<file path="src/rtl/booth_pkg.sv">
// Shared constants and types for the Booth multiplier controller.
// Control-word bit indices, control width and the FSM state enum.
package booth_pkg;

    localparam int CTL_W    = 11;

    localparam int CTL_LDA  = 0;
    localparam int CTL_LDQ  = 1;
    localparam int CTL_LDM  = 2;
    localparam int CTL_QM1  = 3;
    localparam int CTL_SUB  = 4;
    localparam int CTL_SHR  = 7;
    localparam int CTL_CNT  = 8;
    localparam int CTL_OUTA = 9;
    localparam int CTL_OUTQ = 10;

    localparam logic [2:0] CNT_LAST = 3'd7;

    typedef enum logic [2:0] {
        IDLE,
        CLEAR,
        LOAD_M,
        LOAD_Q,
        EVAL,
        SHIFT,
        OUT_A,
        OUT_Q
    } booth_state_t;

    // One-hot control word with a single bit set.
    function automatic logic [CTL_W-1:0] ctl_bit(input int idx);
        logic [CTL_W-1:0] w;
        w = '0;
        w[idx] = 1'b1;
        return w;
    endfunction

endpackage

</file>
<file path="src/rtl/booth_controller.sv">
// Sequencing FSM for the 8-bit radix-2 Booth multiplier datapath.
// Ports: clk, reset (async, active-high), start, q0, q_1, count[2:0],
//   out_ready in; control[10:0], dp_clr, opnd_sel, busy, out_valid,
//   out_hi, done out. dp_clr and done come straight from flops.
module booth_controller
    import booth_pkg::*;
(
    input  logic             clk,
    input  logic             reset,
    input  logic             start,
    input  logic             q0,
    input  logic             q_1,
    input  logic [2:0]       count,
    input  logic             out_ready,
    output logic [CTL_W-1:0] control,
    output logic             dp_clr,
    output logic             opnd_sel,
    output logic             busy,
    output logic             out_valid,
    output logic             out_hi,
    output logic             done
);

    booth_state_t state;

    // dp_clr feeds the datapath's async reset, so it must be glitch-free:
    // it is registered on the IDLE->CLEAR edge and dropped on the next.
    always_ff @(posedge clk or posedge reset) begin
        if (reset) begin
            state  <= IDLE;
            dp_clr <= 1'b0;
            done   <= 1'b0;
        end else begin
            dp_clr <= 1'b0;
            done   <= 1'b0;
            unique case (state)
                IDLE: begin
                    if (start) begin
                        state  <= CLEAR;
                        dp_clr <= 1'b1;
                    end
                end
                CLEAR:  state <= LOAD_M;
                LOAD_M: state <= LOAD_Q;
                LOAD_Q: state <= EVAL;
                EVAL: begin
                    // Add/sub pairs need a separate shift cycle;
                    // shift-only pairs shift in place.
                    if (q0 ^ q_1)
                        state <= SHIFT;
                    else if (count == CNT_LAST)
                        state <= OUT_A;
                end
                SHIFT: begin
                    if (count == CNT_LAST)
                        state <= OUT_A;
                    else
                        state <= EVAL;
                end
                OUT_A: begin
                    if (out_ready)
                        state <= OUT_Q;
                end
                OUT_Q: begin
                    if (out_ready) begin
                        state <= IDLE;
                        done  <= 1'b1;
                    end
                end
                default: state <= IDLE;
            endcase
        end
    end

    assign busy = (state != IDLE);

    // Decoded from state; EVAL also looks at q0/q_1.
    always_comb begin
        control   = '0;
        opnd_sel  = 1'b0;
        out_valid = 1'b0;
        out_hi    = 1'b0;
        unique case (state)
            IDLE, CLEAR: ;
            LOAD_M: begin
                control  = ctl_bit(CTL_LDM);
                opnd_sel = 1'b0;
            end
            LOAD_Q: begin
                control  = ctl_bit(CTL_LDQ);
                opnd_sel = 1'b1;
            end
            EVAL: begin
                unique case ({q0, q_1})
                    2'b10:
                        control = ctl_bit(CTL_LDA)
                                | ctl_bit(CTL_SUB);
                    2'b01:
                        control = ctl_bit(CTL_LDA);
                    default:
                        control = ctl_bit(CTL_SHR)
                                | ctl_bit(CTL_CNT);
                endcase
            end
            SHIFT: begin
                control = ctl_bit(CTL_SHR)
                        | ctl_bit(CTL_CNT);
            end
            OUT_A: begin
                control   = ctl_bit(CTL_OUTA);
                out_valid = 1'b1;
                out_hi    = 1'b1;
            end
            OUT_Q: begin
                control   = ctl_bit(CTL_OUTQ);
                out_valid = 1'b1;
                out_hi    = 1'b0;
            end
            default: ;
        endcase
    end

endmodule

</file>
<file path="config.mk">
export PLATFORM = sky130hd
export DESIGN_NAME = booth_controller
export DESIGN_NICKNAME = d
export VERILOG_FILES = /design/src/rtl/booth_pkg.sv /design/src/rtl/booth_controller.sv
export SDC_FILE = /design/constraint.sdc
export NUM_CORES = 1
export LEC_CHECK = 0
export CAP_MARGIN = 20
export CORE_AREA = 2 2 39 41
export DETAILED_ROUTE_END_ITERATION = 8
export DIE_AREA = 0 0 41 43
export PLACE_DENSITY = 0.69
export SLEW_MARGIN = 20
export SYNTH_ARGS = -nofsm -noshare
export SYNTH_HDL_FRONTEND = slang
export SYNTH_SLANG_ARGS = --single-unit
</file>
<file path="constraint.sdc">
create_clock -name clk -period 1.59 [get_ports clk]
set_clock_uncertainty 0.05 [all_clocks]
set_input_delay 0.477 -clock clk [delete_from_list [all_inputs] [get_ports clk]]
set_output_delay 0.477 -clock clk [all_outputs]
set_load 0.03 [all_outputs]
</file>
======== Word-level counts from Yosys, hierarchy flattened ========
Index checks and enable logic that the tools add are counted.
operators by class
  equality and inequality tests ........... 14
  muxes and demuxes ....................... 16
  bitwise operators ....................... 1
  reduce and logical (&&, ||, !) cells .... 4
operators by type and width
  kind                                                 number
  case mux 11 bit (6 select lines)                     1
  case mux 3 bit (8 select lines)                      1
  case mux 9 bit (2 select lines)                      1
  equality test 3 bit, second input constant           5
  two-way mux 3 bit                                    5
  two-way mux 1 bit                                    7
  equality test 3 x 2 -> 1 bit, second input constant  2
  != test 2 bit, second input constant                 3
  AND reduction 4 bit                                  1
  equality test 3 x 1 -> 1 bit, second input constant  1
  zero test 3 bit                                      1
  != test 3 bit, second input constant                 1
  nonzero test 3 bit                                   1
  equality test 2 x 1 -> 1 bit, second input constant  1
  equality test 2 bit, second input constant           1
  two-way mux 2 bit                                    1
  OR reduction 2 bit                                   1
  XOR 1 bit                                            1
word-level totals
  bits in registers ....................... 5
  bits of input ports ..................... 9
  output and inout port bits .............. 17
  word-level logic and storage cells ...... 38

======== Depth between registers and ports, before layout ========
Gate-level depths: netlist of the first run.
  depth after elaboration ................. 4
  depth in mapped cells ................... 5
  mapped depth without buffers ............ 5

======== Worst setup path after synthesis of the first run ========
Ideal clock, no wire load.
  kind .................................... in2out
  start point ............................. input port q_1
  end point ............................... output port control[8]
  data arrival time ....................... 1.931 ns
  required time ........................... 1.063 ns
  path slack .............................. -0.868 ns
  stages on the path ...................... 5
  buffers on the path ..................... 1
  path through ............................ inv_1 -> ha_1 -> nor2_1 -> nor3b_1 -> buf_4
between the ends
  cells in the longest elaborated chain, start to end .. 3
  elaborated cells on any way between the ends .. 4
  classes of those cells .................. eq/ne: 2; mux: 2
RTL lines
  element                                                              RTL line                source
  start: declaration                                                   booth_controller.sv:12  input logic q_1,
  equality test 2 x 1 -> 1 bit or equality test 2 bit (tied branches)  booth_controller.sv:94  unique case ({q0, q_1})
  case mux 9 bit (2 select lines) *                                    booth_controller.sv:94
  case mux 11 bit (6 select lines) *                                   booth_controller.sv:83  unique case (state)
  end: declaration                                                     booth_controller.sv:15  output logic [CTL_W-1:0] control,
Every way passes the cells marked *; elsewhere a longest branch is shown, timed or not.

======== Worst setup path after layout of the first run ========
  start point ............................. input port q_1
  end point ............................... output port control[7]
The elaborated chain is that of the path after synthesis.

==> run metrics, run 1 <==
MaxCap Viol Count=0; Final Hold Fails=0; CTS Sinks=5; DIE WIDTH=41 um; core area=1380 sq um; post-synthesis sequential area ratio=33.9%; Routed WL=929 um; Critical Path AT=1.26 ns; global-route wire length before repair=1.57 mm; vias in the first global route=375; Initial Util=26.7%; syn avg cell area=8.02 sq um; register clock-pin slew on the reported worst setup and hold paths=0.04 ns; status=finished, violations left; most frequent cells in the layout=14 x buf_6, 11 x buf_4, 6 x clkdlybuf4s50_1; Peak supply drop=0.831 mV; failing checks=setup timing; initial antenna violation count=0; via/cell ratio=4.39; drt initial violations=0; Slew Limit Fails=0; largest family of logic cells by synthesized area=simple AND/OR/NAND/NOR gates; post-synthesis xor/xnor area fraction=0%; overflow left after global routing=0; Placer Congestion=0.711; Critical path buffers and inverters=3; Crit path max-delay family=buffers and inverters; setup_tns=-1.21 ns; LEAKAGE=0.373 nW; fillers=130; Hold Path Class=input port to async pin; Root Driver=clkbuf_4; final worst setup slack=-0.198 ns; CP max stage delay=0.27 ns; Post-DRT Antenna Nets=0; Syn Std Cell Area=369 sq um; HPWL after detailed placement=650 um; DRC=0; register bit total from synthesis=5; commonest non-fill, non-tap cell in the layout=buf_6; drt pass-1 iters=1; unrepaired setup endpoints after global routing=yes; Die Y=43 um; post-synthesis cell type count=22; Min Clock Period, post-route=1.79 ns; Inst Count DP=82; Setup violations, final=12; post-synthesis adder-cell area fraction=3.39%; H-tree Lvls=1; multiplexer area fraction after synthesis=0%; Power Dens Cells=2000 nW/um^2; slowest CP cell=ha_4; via count=413; CTS tree=built; complex-gate fraction of the synthesized area=12.2%; row cnt=14; Area growth syn-to-layout=111%; GRT Overall Usage=13.3%; ratio of cells with drive above 1 in the final layout=50.0%; Worst setup EP type=output port; Final period util=112%; Critical Path RT=1.06 ns; nets@finish=89; type of origin of the critical path=input port; Max Root-Sink Buffers=2; Die ar.=1760 sq um; # IOs=26; final instance count without filler cells=94; fin util=56.1%; ANT cells=0; fmax=559 MHz; total power=1.55 mW; largest net degree at the start of global routing=8; clk_lat worst skew=0.24 ns; Synth warnings=0; cells after synthesis=46; cells along the critical path=buf_8, inv_12, ha_4, nor2_4, nor3b_4, buf_6; Num CTS Buffers=3; number of port buffers=22; simple-gate share of the synthesized area=32.5%; DR WL/cell=9.88 um; WS Path Type=input port to output port; Max FO, Critical Path=2
-- metal layers --
metal	vias to the layer above	track usage [%]	part of all wire, %
met5	-	0	0
met4	0	4.00	0
met3	0	6.28	5.8
met2	16	19.4	51
met1	189	16.9	43
li1	208	-	-
-- metrics by stage --
step	worst slack (ns)	hold slack [ns]	instance area (sq um)
2_1_floorplan	-0.320	0.206	438
3_3_place_gp	-0.753	0.580	616
3_5_place_dp	-0.765	0.591	616
4_1_cts	-0.206	0.387	754
5_1_grt	-0.248	0.415	777
6_report	-0.198	0.382	777
-- cells in the mapped netlist --
library cell / n / area share [%]
ha_1: 1 / 3.4
nor3b_1: 2 / 4.1
a211oi_1: 1 / 2.0
a31oi_1: 1 / 1.7
and2_1: 3 / 5.1
dfrtp_1: 5 / 34
and3_1: 2 / 3.4
and2b_1: 1 / 2.0
o21ai_1: 1 / 1.4
nor2b_1: 2 / 3.4
nand2_1: 3 / 3.1
nor2_1: 5 / 5.1
o2bb2ai_1: 1 / 2.4
a21oi_1: 2 / 2.7
nand2b_1: 1 / 1.7
buf_2: 2 / 2.7
or3_1: 2 / 3.4
inv_1: 2 / 2.0
conb_1: 1 / 1.0
nand3_1: 1 / 1.4
o21a_1: 1 / 2.0
buf_4: 6 / 12
-- cell families after synthesis --
kind of cell | after synthesis
compound gates | 7
fa+ha+maj | 1
buf+inv | 10
flops | 5
other cells | 1
simple gates | 22
-- power by group --
part | internal (mW) | switching [mW]
sequential | 0.174 | 0.0237
combinational | 0.591 | 0.619
clock | 0.0947 | 0.0488
total | 0.859 | 0.691
-- flip-flops by register name, summed over array words and instances (netlist names) --
signal  count
done        1
dp_clr      1
state       3
-- layout make-up --
type / instances / area (sq um) / area share [%]
clock buffers: 4 / 26.3 / 3.38
inverters: 2 / 20.0 / 2.58
multi-input cells: 33 / 253 / 32.5
flip-flops and latches: 5 / 125 / 16.1
well taps: 16 / 20.0 / 2.58
repair buffers: 34 / 333 / 42.8
-- worst register-to-register path: cells and delay by family, from the launching register on --
family	cells	cell delay, ns
flip-flops	1	0.37
AND/OR/NAND/NOR	1	0.36
buffers and inverters	3	0.41
AO/OA/AOI/OAI	2	0.21
-- final timing paths --
| kind | endpoint | cells after the start | start | slack (ns) |
|---|---|---|---|---|
| worst min-delay path | state[0]$_DFFE_PP0P_ | 2 | reset | 0.38 |
| worst min register to register | dp_clr$_DFF_PP0_ | 3 | state[0]$_DFFE_PP0P_ | 0.66 |
| min in group clk | dp_clr$_DFF_PP0_ | 3 | state[0]$_DFFE_PP0P_ | 0.66 |
| worst max register to register | state[0]$_DFFE_PP0P_ | 6 | state[0]$_DFFE_PP0P_ | 0.10 |
| max in group asynchronous | state[1]$_DFFE_PP0P_ | 2 | reset | 0.94 |
| worst max-delay path | control[7] | 6 | q_1 | -0.20 |
-- repair_timing --
item | CTS | global route
hold buffers | 0 | 0
pin swaps | 7 | 2
resized for setup | 36 | 4
endpoints found under the setup margin | 16 | 12
setup buffers | 7 | 1
No activity file was read; power rests on OpenSTA's default activity.
==> run 2: changes to the inputs <==
--- a/config.mk
+++ b/config.mk
@@ -7,8 +7,10 @@
 export LEC_CHECK = 0
 export CAP_MARGIN = 20
 export CORE_AREA = 2 2 39 41
+export CTS_CLUSTER_DIAMETER = 150
 export DETAILED_ROUTE_END_ITERATION = 8
 export DIE_AREA = 0 0 41 43
+export HOLD_SLACK_MARGIN = 0.1
 export PLACE_DENSITY = 0.69
 export SLEW_MARGIN = 20
 export SYNTH_ARGS = -nofsm -noshare
==> results of run 2 <==
The final DEF is identical to that of run 1; final timing and power are the same.
==> run 3: changes to the inputs <==
--- a/config.mk
+++ b/config.mk
@@ -12,6 +12,7 @@
 export DIE_AREA = 0 0 41 43
 export HOLD_SLACK_MARGIN = 0.1
 export PLACE_DENSITY = 0.69
+export RECOVER_POWER = 100
 export SLEW_MARGIN = 20
 export SYNTH_ARGS = -nofsm -noshare
 export SYNTH_HDL_FRONTEND = slang
==> run metrics, run 3 (synthesized netlist as in run 1, its figures left out) <==
vias in the first global route=375; Critical Path RT=1.06 ns; Initial Util=26.7%; largest net degree at the start of global routing=8; # IOs=26; Max FO, Critical Path=2; r2r setup slk=0.11 ns; Top Registers=state (3), done (1), dp_clr (1); Peak supply drop=0.825 mV; via/cell ratio=4.37; fillers=131; max FFs per register=3; Hold Path Class=input port to async pin; commonest non-fill, non-tap cell in the layout=buf_6; DRC=0; Min Clock Period, post-route=1.79 ns; type of origin of the critical path=input port; Post-DRT Antenna Nets=0; Power Dens Cells=1990 nW/um^2; Root Driver=clkbuf_4; Largest Register=state; most frequent cells in the layout=14 x buf_6, 9 x buf_4, 5 x dfrtp_1, 5 x clkdlybuf4s50_1; Worst setup EP type=output port; Max Root-Sink Buffers=2; failing checks=setup timing; reg-to-reg critical path endpoint=state[0]$_DFFE_PP0P_; Setup violations, final=10; initial antenna violation count=0; Placer Congestion=0.711; number of port buffers=22; DR WL/cell=9.73 um; HPWL after detailed placement=650 um; status=finished, violations left; register clock-pin slew on the reported worst setup and hold paths=0.04 ns; R2R Path Start=state[0]$_DFFE_PP0P_; fmax=559 MHz; LEAKAGE=0.367 nW; MaxCap Viol Count=0; drt initial violations=2; Worst Setup SP=q_1; nets@finish=89; Final period util=112%; Slew Limit Fails=0; Critical Path Sink=control[7]; DIE WIDTH=41 um; Final Hold Fails=0; clk_lat worst skew=0.24 ns; reg2reg path depth=6; row cnt=14; global-route wire length before repair=1.57 mm; CTS tree=built; total power=1.53 mW; Num CTS Buffers=3; Critical Path AT=1.26 ns; via count=411; H-tree Lvls=1; Die ar.=1760 sq um; Routed WL=915 um; CTS Sinks=5; GRT Overall Usage=13.3%; core area=1380 sq um; Place WS=-0.765 ns; Die Y=43 um; WS Path Type=input port to output port; final worst setup slack=-0.198 ns; ANT cells=0; overflow left after global routing=0; drt pass-1 iters=3; CTS Hold Bufs=0; unrepaired setup endpoints after global routing=yes; ratio of cells with drive above 1 in the final layout=47.4%; Area growth syn-to-layout=108%
==> run 3: cell count changes in the layout (fill, tap and decap cells not counted) <==
| cell | delta |
|---|---|
| buf_4 | -2 |
| clkbuf_1 | +2 |
| clkdlybuf4s50_1 | -1 |
| dlygate4sd3_1 | +1 |
==> run 3: cell type report <==
cell class	count	area (sq um)	share of cell area (%)
repair buffers	34	325	42.3
multi-input cells	33	253	32.8
flip-flops and latches	5	125	16.3
clock buffers	4	26.3	3.41
inverters	2	20.0	2.60
well taps	16	20.0	2.60
==> run 3: worst min path at each step <==
stage | start | endpoint | slack [ns] | depth (start not counted)
floorplan | reset | done$_DFF_PP0_ | 0.21 | 1
global placement | state[0]$_DFFE_PP0P_ | state[0]$_DFFE_PP0P_ | 0.58 | 2
finish | reset | state[0]$_DFFE_PP0P_ | 0.52 | 2
global route | reset | state[0]$_DFFE_PP0P_ | 0.55 | 2
CTS | reset | state[0]$_DFFE_PP0P_ | 0.39 | 2
detailed placement | state[0]$_DFFE_PP0P_ | state[0]$_DFFE_PP0P_ | 0.59 | 2
==> run 3: layer usage <==
| layer | global-route usage [%] | share of wire (%) |
|---|---|---|
| met4 | 4.00 | 0 |
| met3 | 6.28 | 5.9 |
| met2 | 19.4 | 52 |
| met5 | 0 | 0 |
| met1 | 16.9 | 42 |
==> run 3: per-stage QoR <==
step | hold WS, ns | util [%] | TNS [ns] | instance area [sq um] | cells
after floorplan | 0.206 | - | -1.05 | 438 | 48
after global placement | 0.580 | 44.5 | -4.05 | 616 | 82
after detailed placement | 0.591 | 44.5 | -4.12 | 616 | 82
after CTS | 0.387 | 54.5 | -1.18 | 754 | 93
after global routing | 0.549 | 55.6 | -2.03 | 769 | 94
final | 0.519 | 55.6 | -1.20 | 769 | 94
==> run 3: where the power goes <==
group | internal, mW | switching (mW)
logic | 0.573 | 0.614
registers | 0.174 | 0.0231
clock network | 0.0947 | 0.0486
total | 0.841 | 0.686
==> run 3: worst max-delay path: stages <==
cell	delay (ns)
buf_8	0.09
inv_12	0.03
ha_4	0.27
nor2_4	0.04
nor3b_4	0.20
buf_6	0.16
==> run 3: what timing repair did <==
action	CTS	global route
buffers inserted	7	1
pin swaps	7	2
gates resized for setup	36	4
endpoints found under the setup margin	16	12
cloned	0	0
